--- src/rtl/sdram_word_bridge_pkg.sv ---
// sdram_word_bridge_pkg: shared state encoding, default error word and halfword helpers for the SDRAM word bridge
package sdram_word_bridge_pkg;
  typedef enum logic [2:0] {IDLE, RD_ISS, RD_WAIT, WR_ISS, WR_WAIT, DONE} state_t;
  localparam logic [31:0] ERR_DATA_DEF = 32'hDEAD_BEEF;
  localparam logic H_LO = 1'b0;
  localparam logic H_HI = 1'b1;
  // a fully strobed half is written directly, a partial one needs a read first
  function automatic state_t half_op(input logic [1:0] s);
    return s == 2'b11 ? WR_ISS : RD_ISS;
  endfunction
endpackage

--- src/rtl/sdram_word_bridge_if.sv ---
// sdram_word_bridge_if: PicoRV32 native bus (valid/sel/addr/wdata/wstrb in, ready/rdata back); master = CPU, slave = bridge
interface sdram_word_bridge_if;
  logic        mem_valid;
  logic        mem_sel;
  logic [31:0] mem_addr;
  logic [31:0] mem_wdata;
  logic [3:0]  mem_wstrb;
  logic        mem_ready;
  logic [31:0] mem_rdata;
  modport master (output mem_valid, mem_sel, mem_addr, mem_wdata, mem_wstrb, input mem_ready, mem_rdata);
  modport slave (input mem_valid, mem_sel, mem_addr, mem_wdata, mem_wstrb, output mem_ready, mem_rdata);
endinterface

--- src/rtl/sdram_word_bridge_tmo.sv ---
// sdram_word_bridge_tmo: per-op cycle counter; clr restarts it, run counts, expired flags the TIMEOUT-th cycle (TIMEOUT=0 never expires)
module sdram_word_bridge_tmo #(
  parameter int TIMEOUT = 1024
) (
  input  logic clk,
  input  logic reset_n,
  input  logic clr,
  input  logic run,
  output logic expired
);
  localparam int W = TIMEOUT > 1 ? $clog2(TIMEOUT) : 1;
  logic [W-1:0] cnt_q, cnt_d;
  assign expired = TIMEOUT != 0 && run && cnt_q == W'(TIMEOUT - 1);
  always_comb cnt_d = clr ? '0 : run && !expired ? cnt_q + 1'b1 : cnt_q;
  always_ff @(posedge clk or negedge reset_n)
    if (!reset_n) cnt_q <= '0;
    else cnt_q <= cnt_d;
endmodule

--- src/rtl/sdram_word_bridge.sv ---
// sdram_word_bridge: splits 32-bit CPU accesses into low/high 16-bit controller ops, byte writes via read-modify-write
//   bus          CPU native bus (slave modport)
//   sd_*         sdram_controller host port: halfword addr, write data, rd/wr enable pulses, read data/strobe, busy
//   bridge_busy  high outside IDLE;  timeout_err  one-cycle pulse on an abandoned op
module sdram_word_bridge
  import sdram_word_bridge_pkg::*;
#(
  parameter int          HADDR_W  = 22,
  parameter int          TIMEOUT  = 1024,
  parameter logic [31:0] ERR_DATA = ERR_DATA_DEF
) (
  input  logic               clk,
  input  logic               reset_n,
  sdram_word_bridge_if.slave bus,
  output logic [HADDR_W-1:0] sd_wr_addr,
  output logic [15:0]        sd_wr_data,
  output logic               sd_wr_enable,
  output logic [HADDR_W-1:0] sd_rd_addr,
  output logic               sd_rd_enable,
  input  logic [15:0]        sd_rd_data,
  input  logic               sd_rd_ready,
  input  logic               sd_busy,
  output logic               bridge_busy,
  output logic               timeout_err
);
  state_t state_q, state_d;
  logic [HADDR_W-2:0] addr_q, addr_d;
  logic [31:0] wdata_q, wdata_d, rbuf_q, rbuf_d;
  logic [3:0] wstrb_q, wstrb_d;
  logic [15:0] wbuf_q, wbuf_d, wh;
  logic [1:0] hs;
  logic h_q, h_d, rd_en_q, rd_en_d, wr_en_q, wr_en_d, seen_q, seen_d, terr_q, terr_d;
  logic tmo_exp, tmo_clr, tmo_run, unused_addr;
  function automatic logic [15:0] merge_half(input logic [1:0] s, input logic [15:0] w, input logic [15:0] r);
    return {s[1] ? w[15:8] : r[15:8], s[0] ? w[7:0] : r[7:0]};
  endfunction
  assign hs = h_q ? wstrb_q[3:2] : wstrb_q[1:0];
  assign wh = h_q ? wdata_q[31:16] : wdata_q[15:0];
  assign tmo_run = state_q inside {RD_ISS, RD_WAIT, WR_ISS, WR_WAIT};
  assign tmo_clr = (state_d == RD_ISS || state_d == WR_ISS) && state_d != state_q;
  sdram_word_bridge_tmo #(.TIMEOUT(TIMEOUT)) u_tmo (
    .clk(clk), .reset_n(reset_n), .clr(tmo_clr), .run(tmo_run), .expired(tmo_exp)
  );
  always_comb begin
    state_d = state_q;
    addr_d  = addr_q;
    wdata_d = wdata_q;
    wstrb_d = wstrb_q;
    rbuf_d  = rbuf_q;
    wbuf_d  = wbuf_q;
    h_d     = h_q;
    seen_d  = seen_q;
    rd_en_d = 1'b0;
    wr_en_d = 1'b0;
    terr_d  = 1'b0;
    case (state_q)
      IDLE: if (bus.mem_valid && bus.mem_sel) begin
        addr_d  = bus.mem_addr[HADDR_W:2];
        wdata_d = bus.mem_wdata;
        wstrb_d = bus.mem_wstrb;
        // a write with no low strobes starts on the high half
        h_d     = bus.mem_wstrb[1:0] == 2'b00 && bus.mem_wstrb != 4'b0000 ? H_HI : H_LO;
        state_d = bus.mem_wstrb == 4'b0000 ? RD_ISS : half_op(h_d ? bus.mem_wstrb[3:2] : bus.mem_wstrb[1:0]);
      end
      RD_ISS: if (!sd_busy) begin
        rd_en_d = 1'b1;
        state_d = RD_WAIT;
      end
      RD_WAIT: if (sd_rd_ready) begin
        rbuf_d  = h_q ? {sd_rd_data, rbuf_q[15:0]} : {rbuf_q[31:16], sd_rd_data};
        wbuf_d  = merge_half(hs, wh, sd_rd_data);
        h_d     = wstrb_q == 4'b0000 ? H_HI : h_q;
        state_d = wstrb_q != 4'b0000 ? WR_ISS : h_q ? DONE : RD_ISS;
      end
      WR_ISS: if (!sd_busy) begin
        wr_en_d = 1'b1;
        seen_d  = 1'b0;
        wbuf_d  = hs == 2'b11 ? wh : wbuf_q;
        state_d = WR_WAIT;
      end
      WR_WAIT: begin
        // the write is only finished once busy has been observed and then released
        seen_d = seen_q | sd_busy;
        if (seen_q && !sd_busy) begin
          h_d     = H_HI;
          state_d = !h_q && wstrb_q[3:2] != 2'b00 ? half_op(wstrb_q[3:2]) : DONE;
        end
      end
      DONE: state_d = IDLE;
      default: state_d = IDLE;
    endcase
    // a completing op wins over a coincident expiry
    if (tmo_exp && state_d == state_q) begin
      state_d = DONE;
      terr_d  = 1'b1;
    end
  end
  always_ff @(posedge clk or negedge reset_n)
    if (!reset_n) begin
      state_q <= IDLE;
      addr_q  <= '0;
      wdata_q <= '0;
      wstrb_q <= '0;
      rbuf_q  <= '0;
      wbuf_q  <= '0;
      h_q     <= H_LO;
      seen_q  <= 1'b0;
      rd_en_q <= 1'b0;
      wr_en_q <= 1'b0;
      terr_q  <= 1'b0;
    end else begin
      state_q <= state_d;
      addr_q  <= addr_d;
      wdata_q <= wdata_d;
      wstrb_q <= wstrb_d;
      rbuf_q  <= rbuf_d;
      wbuf_q  <= wbuf_d;
      h_q     <= h_d;
      seen_q  <= seen_d;
      rd_en_q <= rd_en_d;
      wr_en_q <= wr_en_d;
      terr_q  <= terr_d;
    end
  assign sd_rd_addr    = {addr_q, h_q};
  assign sd_wr_addr    = {addr_q, h_q};
  assign sd_wr_data    = wbuf_q;
  assign sd_wr_enable  = wr_en_q;
  assign sd_rd_enable  = rd_en_q;
  assign bridge_busy   = state_q != IDLE;
  assign timeout_err   = terr_q;
  assign bus.mem_ready = state_q == DONE;
  assign bus.mem_rdata = state_q == DONE && wstrb_q == 4'b0000 ? (terr_q ? ERR_DATA : rbuf_q) : 32'h0;
  assign unused_addr   = ^{bus.mem_addr[31:HADDR_W+1], bus.mem_addr[1:0]};
endmodule

--- src/flat_wrapper.sv ---
// flat-port wrapper written by rule: the top's interface ports become plain ports
module sdram_word_bridge_flat import sdram_word_bridge_pkg::*;
#(
  parameter int          HADDR_W  = 22,
  parameter int          TIMEOUT  = 1024,
  parameter logic [31:0] ERR_DATA = ERR_DATA_DEF
)
  (clk, reset_n, sd_wr_addr, sd_wr_data, sd_wr_enable, sd_rd_addr, sd_rd_enable, sd_rd_data, sd_rd_ready, sd_busy, bridge_busy, timeout_err, bus_mem_valid, bus_mem_sel, bus_mem_addr, bus_mem_wdata, bus_mem_wstrb, bus_mem_ready, bus_mem_rdata);
  sdram_word_bridge_if bus_i ();
  input  logic clk;
  input  logic reset_n;
  output logic [HADDR_W-1:0] sd_wr_addr;
  output logic [15:0] sd_wr_data;
  output logic sd_wr_enable;
  output logic [HADDR_W-1:0] sd_rd_addr;
  output logic sd_rd_enable;
  input  logic [15:0] sd_rd_data;
  input  logic sd_rd_ready;
  input  logic sd_busy;
  output logic bridge_busy;
  output logic timeout_err;
  input wire logic [$bits(bus_i.mem_valid)-1:0] bus_mem_valid;
  input wire logic [$bits(bus_i.mem_sel)-1:0] bus_mem_sel;
  input wire logic [$bits(bus_i.mem_addr)-1:0] bus_mem_addr;
  input wire logic [$bits(bus_i.mem_wdata)-1:0] bus_mem_wdata;
  input wire logic [$bits(bus_i.mem_wstrb)-1:0] bus_mem_wstrb;
  output wire logic [$bits(bus_i.mem_ready)-1:0] bus_mem_ready;
  output wire logic [$bits(bus_i.mem_rdata)-1:0] bus_mem_rdata;
  assign bus_i.mem_valid = bus_mem_valid;
  assign bus_i.mem_sel = bus_mem_sel;
  assign bus_i.mem_addr = bus_mem_addr;
  assign bus_i.mem_wdata = bus_mem_wdata;
  assign bus_i.mem_wstrb = bus_mem_wstrb;
  assign bus_mem_ready = bus_i.mem_ready;
  assign bus_mem_rdata = bus_i.mem_rdata;
  sdram_word_bridge #(.HADDR_W(HADDR_W), .TIMEOUT(TIMEOUT), .ERR_DATA(ERR_DATA)) u_core (.clk(clk), .reset_n(reset_n), .bus(bus_i), .sd_wr_addr(sd_wr_addr), .sd_wr_data(sd_wr_data), .sd_wr_enable(sd_wr_enable), .sd_rd_addr(sd_rd_addr), .sd_rd_enable(sd_rd_enable), .sd_rd_data(sd_rd_data), .sd_rd_ready(sd_rd_ready), .sd_busy(sd_busy), .bridge_busy(bridge_busy), .timeout_err(timeout_err));
endmodule
--- config.mk ---
export PLATFORM = sky130hd
export DESIGN_NAME = sdram_word_bridge_flat
export DESIGN_NICKNAME = d
export VERILOG_FILES = /design/src/rtl/sdram_word_bridge_pkg.sv /design/src/rtl/sdram_word_bridge_if.sv /design/src/rtl/sdram_word_bridge_tmo.sv /design/src/rtl/sdram_word_bridge.sv /design/src/flat_wrapper.sv
export SDC_FILE = /design/constraint.sdc
export NUM_CORES = 1
export LEC_CHECK = 0
export ABC_AREA = 1
export ABC_CLOCK_PERIOD_IN_PS = 2200
export CAP_MARGIN = 0
export CORE_AREA = 2 2 146 105
export CTS_BUF_LIST = sky130_fd_sc_hd__clkbuf_16
export DETAILED_ROUTE_END_ITERATION = 10
export DIE_AREA = 0 0 148 107
export PLACE_DENSITY = 0.75
export SYNTH_ARGS = -nofsm -noshare
export SYNTH_HDL_FRONTEND = slang
export SYNTH_HIERARCHICAL = 1
export SYNTH_SLANG_ARGS = --single-unit
--- constraint.sdc ---
create_clock -name clk -period 2.2 [get_ports clk]
set_input_delay 0.33 -clock clk [delete_from_list [all_inputs] [get_ports clk]]
set_output_delay 0.33 -clock clk [all_outputs]
set_load 0.005 [all_outputs]
==> flow_summary.json <==
{
  "status": "complete, but fails checks",
  "violations": "setup timing",
  "numCtsBuffers": 17,
  "ir_drop_v": 0.0008845,
  "crit_path_max_fanout": 6,
  "synthTopCellsByArea": "dfrtp_1 51%, nand2_1 16%, nor2_1 7.2%",
  "fp.coreArea_sq_mm": 0.01444,
  "syn_area_sq_mm": 0.005981,
  "die_y_um": 107,
  "wl_met1_mm": 8.164,
  "grt.overflow.total": 0,
  "slowest_stage": "dfrtp_2",
  "wl_per_cell_um": 14.88,
  "cts_sinks": 123,
  "period_minus_slack_ps": 2428,
  "fin_nets": 1051,
  "wirelength_mm": 17.38,
  "cp_common_cell": "nand2_2",
  "hpwl_mm": 11.54,
  "firstDrtPassIters": 5,
  "cp.arrival_ps": 2710,
  "yosysWarnings": 6,
  "antenna_found_initial": 0,
  "synth_enable_flop_cells": 0,
  "p_leak_nw": 4.469,
  "cp.required_ps": 2480,
  "drc": 0,
  "cts_buffer_depth": 2,
  "gp_congestion": 0.8345,
  "hold_viol": 0,
  "synth_nets": 854,
  "io_pins": 187,
  "vias_per_cell": 4.810,
  "fillCellCount": 1254,
  "syn_inst": 763,
  "port_buffers": 175,
  "worstPathCellList": "buf_6 -> nor2_4 -> nand3_4 -> nand2_2 -> nor2_4 -> nand2_2 -> nand2_2 -> nand3_4 -> nor2_4 -> nor2_2 -> nand2_1 -> inv_2 -> nand2_2 -> inv_4 -> clkinvlp_4 -> nand3_1 -> o21ai_1",
  "die_w_um": 148,
  "place_ws_ps": -342.4,
  "synth.avg_cell_area_sq_um": 7.838,
  "yosysTopAreaCell": "dfrtp_1",
  "reg2regPathDepth": 17,
  "grt_max_degree": 60,
  "r2r_start": "u_core/state_q[0]$_DFF_PN0_",
  "routed.top_layer": "met4",
  "min_path_type": "in2async",
  "setup_violations": 12,
  "drtIter0Drc": 397,
  "synth_async_sr_flop_share_pct": 100.0,
  "synth-seq-cells": 123,
  "antenna_left": 0,
  "die-area_sq_mm": 0.01584,
  "drv_cap": 0,
  "start_util_pct": 41.41,
  "cts_tree": "done",
  "cpPeakStageDelay_ps": 430,
  "powerDensity_mw_per_mm2": 1361,
  "path_buf_inv": 4,
  "dp_cells": 1110,
  "reg2reg_slack_ps": -230,
  "htreeDepth": 4,
  "ys_seq_area_share_pct": 51.46,
  "grt_setup_unrepaired": "true",
  "grt_use_total_pct": 21.49,
  "fin_cells": 1168,
  "fin_ws_ps": -227.7,
  "rows": 37,
  "worst_setup_path_end_kind": "flip-flop",
  "crit_family": "simple AND/OR/NAND/NOR gates",
  "drive_gt1_share_pct": 16.75,
  "drv_slew": 0,
  "synth_top_area_share_pct": 51.46,
  "synthFlopType": "dfrtp_1",
  "synthTopCellsByCount": "247 x nand2_1, 123 x dfrtp_1, 115 x nor2_1",
  "grt_pass1_wl_mm": 26.75,
  "r2r_end": "u_core/u_tmo/cnt_q[4]$_DFFE_PN0P_",
  "synth.most_common_cell": "nand2_1",
  "vias": 5618,
  "layout-area-overhead-vs-synth_pct": 48.74,
  "worst_pin_slew_ps": 569.5,
  "cts.clk_slew.worst_paths_ps": 60,
  "worstSetupPathType": "reg2reg",
  "fin_crit_sh_pct": 110.3,
  "slew_headroom_pct": 62.03,
  "clock-root-buffer": "clkbuf_16",
  "start_kind": "flip-flop",
  "wl_met3_mm": 1.226,
  "clk_latency_ps": 420,
  "synth_cell_type_count": 34,
  "wl_met2_mm": 7.853,
  "skew_ps": 12.92,
  "grt_pass1_vias": 5121,
  "clock.fmax_ghz": 0.4119,
  "antenna_cells": 0
}
## sequential cells by signal, indices dropped and copies added, names as in the netlist
| register | cells |
|---|---|
| u_core/wstrb_q | 4 |
| u_core/sd_rd_enable | 1 |
| u_core/sd_wr_data | 16 |
| u_core/wdata_q | 32 |
| u_core/seen_q | 1 |
| u_core/h_q | 1 |
| u_core/u_tmo/cnt_q | 10 |
| u_core/addr_q | 21 |
| u_core/rbuf_q | 32 |
| u_core/state_q | 3 |
| u_core/timeout_err | 1 |
| u_core/sd_wr_enable | 1 |
## power breakdown
part / internal [mW] / switching (mW)
Clock: 1.66 / 1.06
Combinational: 2.63 / 2.85
Sequential: 3.27 / 0.645
## cells by family after synthesis
group                      synth area share (%)
and+or+nand+nor                           28.51
buffers and inverters                     9.059
muxes                                    0.1883
DFF                                       51.46
xor gates and xnor gates                 0.2929
adders and majority gates                0.2092
AOI/OAI and AO/OA                         10.27
## what timing repair did
action	CTS	global route
setup endpoints to repair	38	25
cloned	1	0
hold buffers	1	0
pin swaps	5	22
setup buffers	8	16
hold endpoints to repair	31	0
gates resized for setup	36	66
## through the flow
stage	TNS [ps]	hold slack, ps	utilization [%]	total power, mW	area (sq um)
3_3_place_gp	-1930	313.1	55.14	8.507	7964
2_1_floorplan	0	34.41	-	6.620	5993
4_1_cts	-1605	425.7	59.75	11.61	8630
6_report	-1870	415.5	61.59	12.11	8896
5_1_grt	-3352	435.0	61.59	12.98	8896
3_5_place_dp	-2269	307.7	55.14	8.645	7964
## layer usage
metal	vias to the layer above	GRT usage, %
met2	203	30.75
met1	2652	32.32
met5	-	0
met3	13	5.447
met4	0	5.578
li1	2750	-
## worst reg2reg max path: stages, from the launching register on
cell and delay (ps):
dfrtp_2 430, buf_6 140, nor2_4 260, nand3_4 140
nand2_2 120, nor2_4 40, nand2_2 80, nand2_2 70
nand3_4 150, nor2_4 70, nor2_2 140, nand2_1 80
inv_2 50, nand2_2 50, inv_4 90, clkinvlp_4 180
nand3_1 130, o21ai_1 80
## worst max-delay path by stage
stage,start,to,slack (ps),cells past startpoint
finish,u_core/state_q[0]$_DFF_PN0_,u_core/u_tmo/cnt_q[4]$_DFFE_PN0P_,-230,17
global route,u_core/state_q[0]$_DFF_PN0_,u_core/u_tmo/cnt_q[4]$_DFFE_PN0P_,-360,17
CTS,u_core/wstrb_q[2]$_DFFE_PN0P_,bus_mem_rdata[7],-130,7
detailed placement,sd_busy,u_core/u_tmo/cnt_q[1]$_DFFE_PN0P_,-340,14
global placement,sd_busy,u_core/u_tmo/cnt_q[2]$_DFFE_PN0P_,-240,14
floorplan,u_core/state_q[1]$_DFF_PN0_,u_core/u_tmo/cnt_q[4]$_DFFE_PN0P_,9,16
## final cells by class
class                      count  area, sq um  area share [%]
timing repair buffer         235         2245           25.23
clock buffer                  17        425.4           4.782
tap                          195        244.0           2.743
sequential                   123         3082           34.64
multi-input combinational    523         2512           28.24
timing repair inverter         1        7.507         0.08439
clock inverter                15        148.9           1.674
inverter                      59        231.5           2.602
## placed cells by master, fill, tap and decap left out, drive strengths merged
master	netlist	routed
xnor2	2	2
nand3	26	26
a21oi	19	19
o221ai	1	1
o21a	1	1
clkdlybuf4s50	0	144
dlygate4sd3	0	1
dlymetal6s2s	0	10
buf	36	60
ha	1	1
inv	59	63
dfrtp	123	123
mux2	1	1
nor3	3	3
o211ai	5	5
nand4	3	3
dlygate4sd2	0	12
nor2	125	125
a31oi	2	2
o21ai	77	77
clkbuf	22	25
bufinv	0	2
clkinv	0	7
clkinvlp	0	3
o21bai	5	5
nand2	252	252
No activity file was read; power rests on OpenSTA's default activity.
==> variant 1 (config.mk and constraints unchanged) <==
`TIMEOUT` is set to 1024 in 3 places; all go to 256.
--- a/src/rtl/sdram_word_bridge_tmo.sv
+++ b/src/rtl/sdram_word_bridge_tmo.sv
@@ -1,5 +1,5 @@
 // sdram_word_bridge_tmo: per-op cycle counter; clr restarts it, run counts, expired flags the TIMEOUT-th cycle (TIMEOUT=0 never expires)
 module sdram_word_bridge_tmo #(
-  parameter int TIMEOUT = 1024
+  parameter int TIMEOUT = 256
 ) (
   input  logic clk,
--- a/src/rtl/sdram_word_bridge.sv
+++ b/src/rtl/sdram_word_bridge.sv
@@ -7,5 +7,5 @@
 #(
   parameter int          HADDR_W  = 22,
-  parameter int          TIMEOUT  = 1024,
+  parameter int          TIMEOUT  = 256,
   parameter logic [31:0] ERR_DATA = ERR_DATA_DEF
 ) (
--- a/src/flat_wrapper.sv
+++ b/src/flat_wrapper.sv
@@ -3,5 +3,5 @@
 #(
   parameter int          HADDR_W  = 22,
-  parameter int          TIMEOUT  = 1024,
+  parameter int          TIMEOUT  = 256,
   parameter logic [31:0] ERR_DATA = ERR_DATA_DEF
 )
Behaviour: same outputs for any inputs over 4 cycles, from zero or initial values and one cycle with reset_n low; that may be too few to reach the edited logic, so the function may still have changed.
==> variant 1 against the original RTL <==
- the flow still finishes with violations (setup timing)
- global-route usage down 0.63 points
- sequential cell count down 2
- routed wire length down 6.0%
- critical endpoint unchanged
- total power down 2.0%
- synthesized area down 3.2%
- highest routed layer unchanged
- combinational power down 6.8%
- design area down 2.8%
- non-clock buffer count down 10
- worst setup slack better by 0.21 ns
- synthesized cell count down 3.4%
==> variant 1: results (changes against the original RTL) <==
[status]
status=finished, violations left
violations=setup timing

[cells_and_area]
drive_gt1_frac=0.1506  ; -0.01688
fillerInstances=1270  ; +1.3%
diodes=0  ; unchanged
nNetsFinal=1015  ; -3.4%

[clock_network]
path_clk_slew_ns=0.06  ; about the same
htreeDepth=4  ; unchanged
cts_resized=44  ; +22%

[flow_run]
cap_violations=0  ; unchanged

[sta]
setup_viol=5  ; -7
max-slew-margin-rel=0.6246  ; +0.004318
tns_ns=-0.05520  ; +1.814 ns
fin_ws_ns=-0.02014  ; +0.2075 ns
finClkSkew_ns=0.006844  ; -0.006081 ns

[worst_setup_path]
cp_max_fo=4  ; -2
slowest_stage=dfrtp_2

[route]
dr.pass1.iters=4  ; -1
viasPerCell=4.761  ; -1.0%
wl_mm=16.34  ; -6.0%
met3WireLength_mm=1.143  ; -6.8%
wl_per_cell_um=14.44  ; -3.0%
dr_wl_met2_mm=7.258  ; -7.6%
highest_layer=met4
drt_iter0_drc=299  ; -25%
met1_length_mm=7.778  ; -4.7%

[placed_design]
pre_cts_ws_ns=-0.2609  ; +0.08157 ns
dpl_cell_area_um2=7755  ; -2.6%
dpl.hpwl_mm=11.29  ; -2.2%
place_congestion=0.8562  ; +2.6%
place_inst=1083  ; -2.4%

[global_routing]
grt.met1_usage=0.3071  ; -0.01614
grt_pass1_wl_mm=25.88  ; -3.3%
grt_use_total=0.2086  ; -0.006265
grt_pass1_vias=5064  ; -1.1%
met3_usage=0.05362  ; -0.0008511
grt_antenna_before_repair=0  ; unchanged
use_met2=0.3032  ; -0.004299

[logic_synthesis]
yosys.area_share.adder=0.002160  ; +0.00006824
synth_area_leaders=dfrtp_1, nand2_1, nor2_1, o21ai_0, buf_4
synth_xor_area_frac=0.001512  ; -0.001417
synth_cells=737  ; -3.4%
synthMuxAreaShare=0.001944  ; +0.00006142
synth_nets=828  ; -3.0%
synth_compound_area_frac=0.1033  ; +0.0005424
synthTopCellsByCount=nand2_1, dfrtp_1, nor2_1, o21ai_0, inv_1
yosys_warnings=6  ; unchanged
synth_cell_types=36  ; +5.9%
synthArstFlopShare=1.000  ; unchanged
synth-seq-area-share=0.5228  ; +0.008147

[power_and_ir_drop]
leakage_nw=4.298  ; -3.8%
ir_drop_mv=0.6656  ; -25%

[min_path]
hold_class=input pin to flop

-- variant 1: changes by cell type after synthesis, sizes merged, moves of 2 or more --
| cell | delta |
|---|---|
| a21oi | +2 |
| nand3 | -10 |
| dfrtp | -2 |
| nand2 | -4 |
| o21bai | -2 |
| o21ai | -3 |
| inv | -6 |
| nor2 | -4 |
| xnor2 | -2 |
-- variant 1: final timing paths --
path | from | to | slack, ns | cells past startpoint
max in group asynchronous | reset_n | u_core/state_q[0]$_DFF_PN0_ | 1.09 | 3
min in group asynchronous | reset_n | u_core/rbuf_q[19]$_DFFE_PN0P_ | 0.46 | 2
worst min-delay path | bus_mem_wdata[6] | u_core/wdata_q[6]$_DFFE_PN0P_ | 0.45 | 3
worst min register to register | u_core/wdata_q[8]$_DFFE_PN0P_ | u_core/wdata_q[8]$_DFFE_PN0P_ | 0.48 | 2
worst max register to register | u_core/state_q[0]$_DFF_PN0_ | u_core/u_tmo/cnt_q[4]$_DFFE_PN0P_ | -0.02 | 18
worst max-delay path | u_core/state_q[0]$_DFF_PN0_ | u_core/u_tmo/cnt_q[4]$_DFFE_PN0P_ | -0.02 | 18
-- variant 1: final cells by class --
class / instances / area [µm²] / area share
Clock inverter: 14 / 196.4 / 0.02272
Timing Repair Buffer: 225 / 2161 / 0.2499
Sequential cell: 121 / 3032 / 0.3506
Inverter: 54 / 212.7 / 0.02460
Tap cell: 195 / 244.0 / 0.02822
Clock buffer: 17 / 425.4 / 0.04920
Multi-Input combinational cell: 505 / 2376 / 0.2748
-- variant 1: power breakdown --
group | switching [mW] | internal (mW) | total [mW]
Combinational | 2.64 | 2.46 | 5.11
Clock | 1.04 | 1.90 | 2.94
Sequential | 0.606 | 3.21 | 3.82
==> variant 2 (config.mk and constraints unchanged) <==
Without the edit above. Reset style: synchronous (`reset_n`), changed in 2 clocked blocks.
--- a/src/rtl/sdram_word_bridge_tmo.sv
+++ b/src/rtl/sdram_word_bridge_tmo.sv
@@ -13,5 +13,5 @@
   assign expired = TIMEOUT != 0 && run && cnt_q == W'(TIMEOUT - 1);
   always_comb cnt_d = clr ? '0 : run && !expired ? cnt_q + 1'b1 : cnt_q;
-  always_ff @(posedge clk or negedge reset_n)
+  always_ff @(posedge clk)
     if (!reset_n) cnt_q <= '0;
     else cnt_q <= cnt_d;
--- a/src/rtl/sdram_word_bridge.sv
+++ b/src/rtl/sdram_word_bridge.sv
@@ -96,5 +96,5 @@
     end
   end
-  always_ff @(posedge clk or negedge reset_n)
+  always_ff @(posedge clk)
     if (!reset_n) begin
       state_q <= IDLE;
Function: differs if reset_n is asserted again (counterexample within 4 cycles, from zero or initial values and one cycle with reset_n low); with reset_n held inactive, the same outputs for 4 cycles.
==> variant 2 against the original RTL <==
- critical path depth decreased by 1
- worst setup slack improved by 0.27 ns
- routed wire length decreased by 4.0%
- synthesized area decreased by 4.9%
- sequential share of layout area decreased by 5.1 points
- design area decreased by 6.0%
- global-route usage decreased by 0.53 points
- synthesized cell count increased by 2.5%
- count of clock-buffer cells in the layout unchanged
- first-iteration DRC count increased by 9.6%
- sequential cell count unchanged
- largest cell class is now multi-input combinational cells
- highest routed layer unchanged
Power is not compared: it rests on default switching activity, and its combinational part moved more than twofold at a synthesized area within 25%.
==> variant 2: results (changes against the original RTL) <==
[cells_and_area]
seq_area_um2=2472  ; -20%
nNonClkBuffers=229  ; -2.6%
drive_gt1_frac=0.1770  ; +0.009432
multi_input_area_um2=2701  ; +7.5%
nNetsFinal=1050  ; -0.095%

[route]
met3WireLength_mm=1.113  ; -9.2%
wl_mm=16.69  ; -4.0%
dr_wl_met2_mm=7.743  ; -1.4%
met1_length_mm=7.761  ; -4.9%

[logic_synthesis]
synth_nets=873  ; +2.2%
synth-seq-area-share=0.4327  ; -0.08193
synth_cells=782  ; +2.5%
synthTopCellsByCount=nor2_1, dfxtp_1, o21ai_0, nand2_1, inv_1
synth_area_leaders=dfxtp_1, nor2_1, o21ai_0, nand2_1, a21oi_1
synthFlopType=dfxtp_1
synthArstFlopShare=0  ; -1.000
synth_cell_types=37  ; +8.8%

[placed_design]
pre_cts_ws_ns=-0.2209  ; +0.1215 ns
dpl.hpwl_mm=11.17  ; -3.2%
place_congestion=0.8588  ; +2.9%

[min_path]
hold_class=input pin to flop

[sta]
worst_pin_slew_ns=1.038  ; +0.4686 ns
finClkSkew_ns=0.009887  ; -0.003038 ns

[status]
status=finished clean

[worst_setup_path]
slowest_stage=dfxtp_2
timing.rr.end=u_core/u_tmo/cnt_q[3]$_SDFFE_PP0P_
critical-path-max-stage-delay_ns=0.40  ; -0.03 ns
cp_max_fo=5  ; -1
r2r-start=u_core/state_q[1]$_SDFF_PN0_
r2r_slack_ns=0.04  ; +0.27 ns
r2r_cells=16  ; -1
arrival_ns=2.49  ; -0.22 ns

[global_routing]
grt_pass1_wl_mm=26.54  ; -0.80%
grt_use_total=0.2096  ; -0.005327
grt_start_max_net_pins=74  ; +23%

-- variant 2: changes by cell type after synthesis, sizes merged, moves of 10 or more --
cell,change
dfrtp,-123
a21oi,+31
nor3,+10
a211oi,+16
nand2,-177
nor2,+77
o21ai,+35
dfxtp,+123
-- variant 2: what timing repair did --
| action | CTS | global route |
|---|---|---|
| pin swaps | 1 | 18 |
| resized for setup | 92 | 34 |
| endpoints found under the setup margin | 42 | 29 |
| endpoints found under the hold margin | 0 | 0 |
| setup buffers | 5 | 4 |
| gates cloned | 1 | 0 |
-- variant 2: worst max path at each step --
stage	endpoint	from	slack [ns]
2_1_floorplan	u_core/u_tmo/cnt_q[9]$_SDFFE_PP0P_	u_core/state_q[0]$_SDFF_PN0_	0.05
3_3_place_gp	u_core/u_tmo/cnt_q[9]$_SDFFE_PP0P_	sd_busy	-0.17
3_5_place_dp	u_core/u_tmo/cnt_q[5]$_SDFFE_PP0P_	sd_busy	-0.22
4_1_cts	bus_mem_rdata[30]	u_core/state_q[0]$_SDFF_PN0_	-0.11
5_1_grt	u_core/u_tmo/cnt_q[9]$_SDFFE_PP0P_	u_core/state_q[2]$_SDFF_PN0_	-0.11
6_report	u_core/u_tmo/cnt_q[3]$_SDFFE_PP0P_	u_core/state_q[1]$_SDFF_PN0_	0.04
-- variant 2: cell families after synthesis --
kind of cell / count (synthesis) / synth area share
AOI/OAI and AO/OA: 197 / 0.2003
adders and majority gates: 1 / 0.002198
buffers and inverters: 135 / 0.1150
DFF: 123 / 0.4327
and+or+nand+nor: 326 / 0.2498
-- variant 2: metrics by stage --
step           instance area (µm²)  total power [mW]
6_report                      8364             6.226
3_3_place_gp                  7646             3.504
5_1_grt                       8364             6.531
4_1_cts                       8295             6.252
3_5_place_dp                  7646             3.519
2_1_floorplan                 5692             3.052
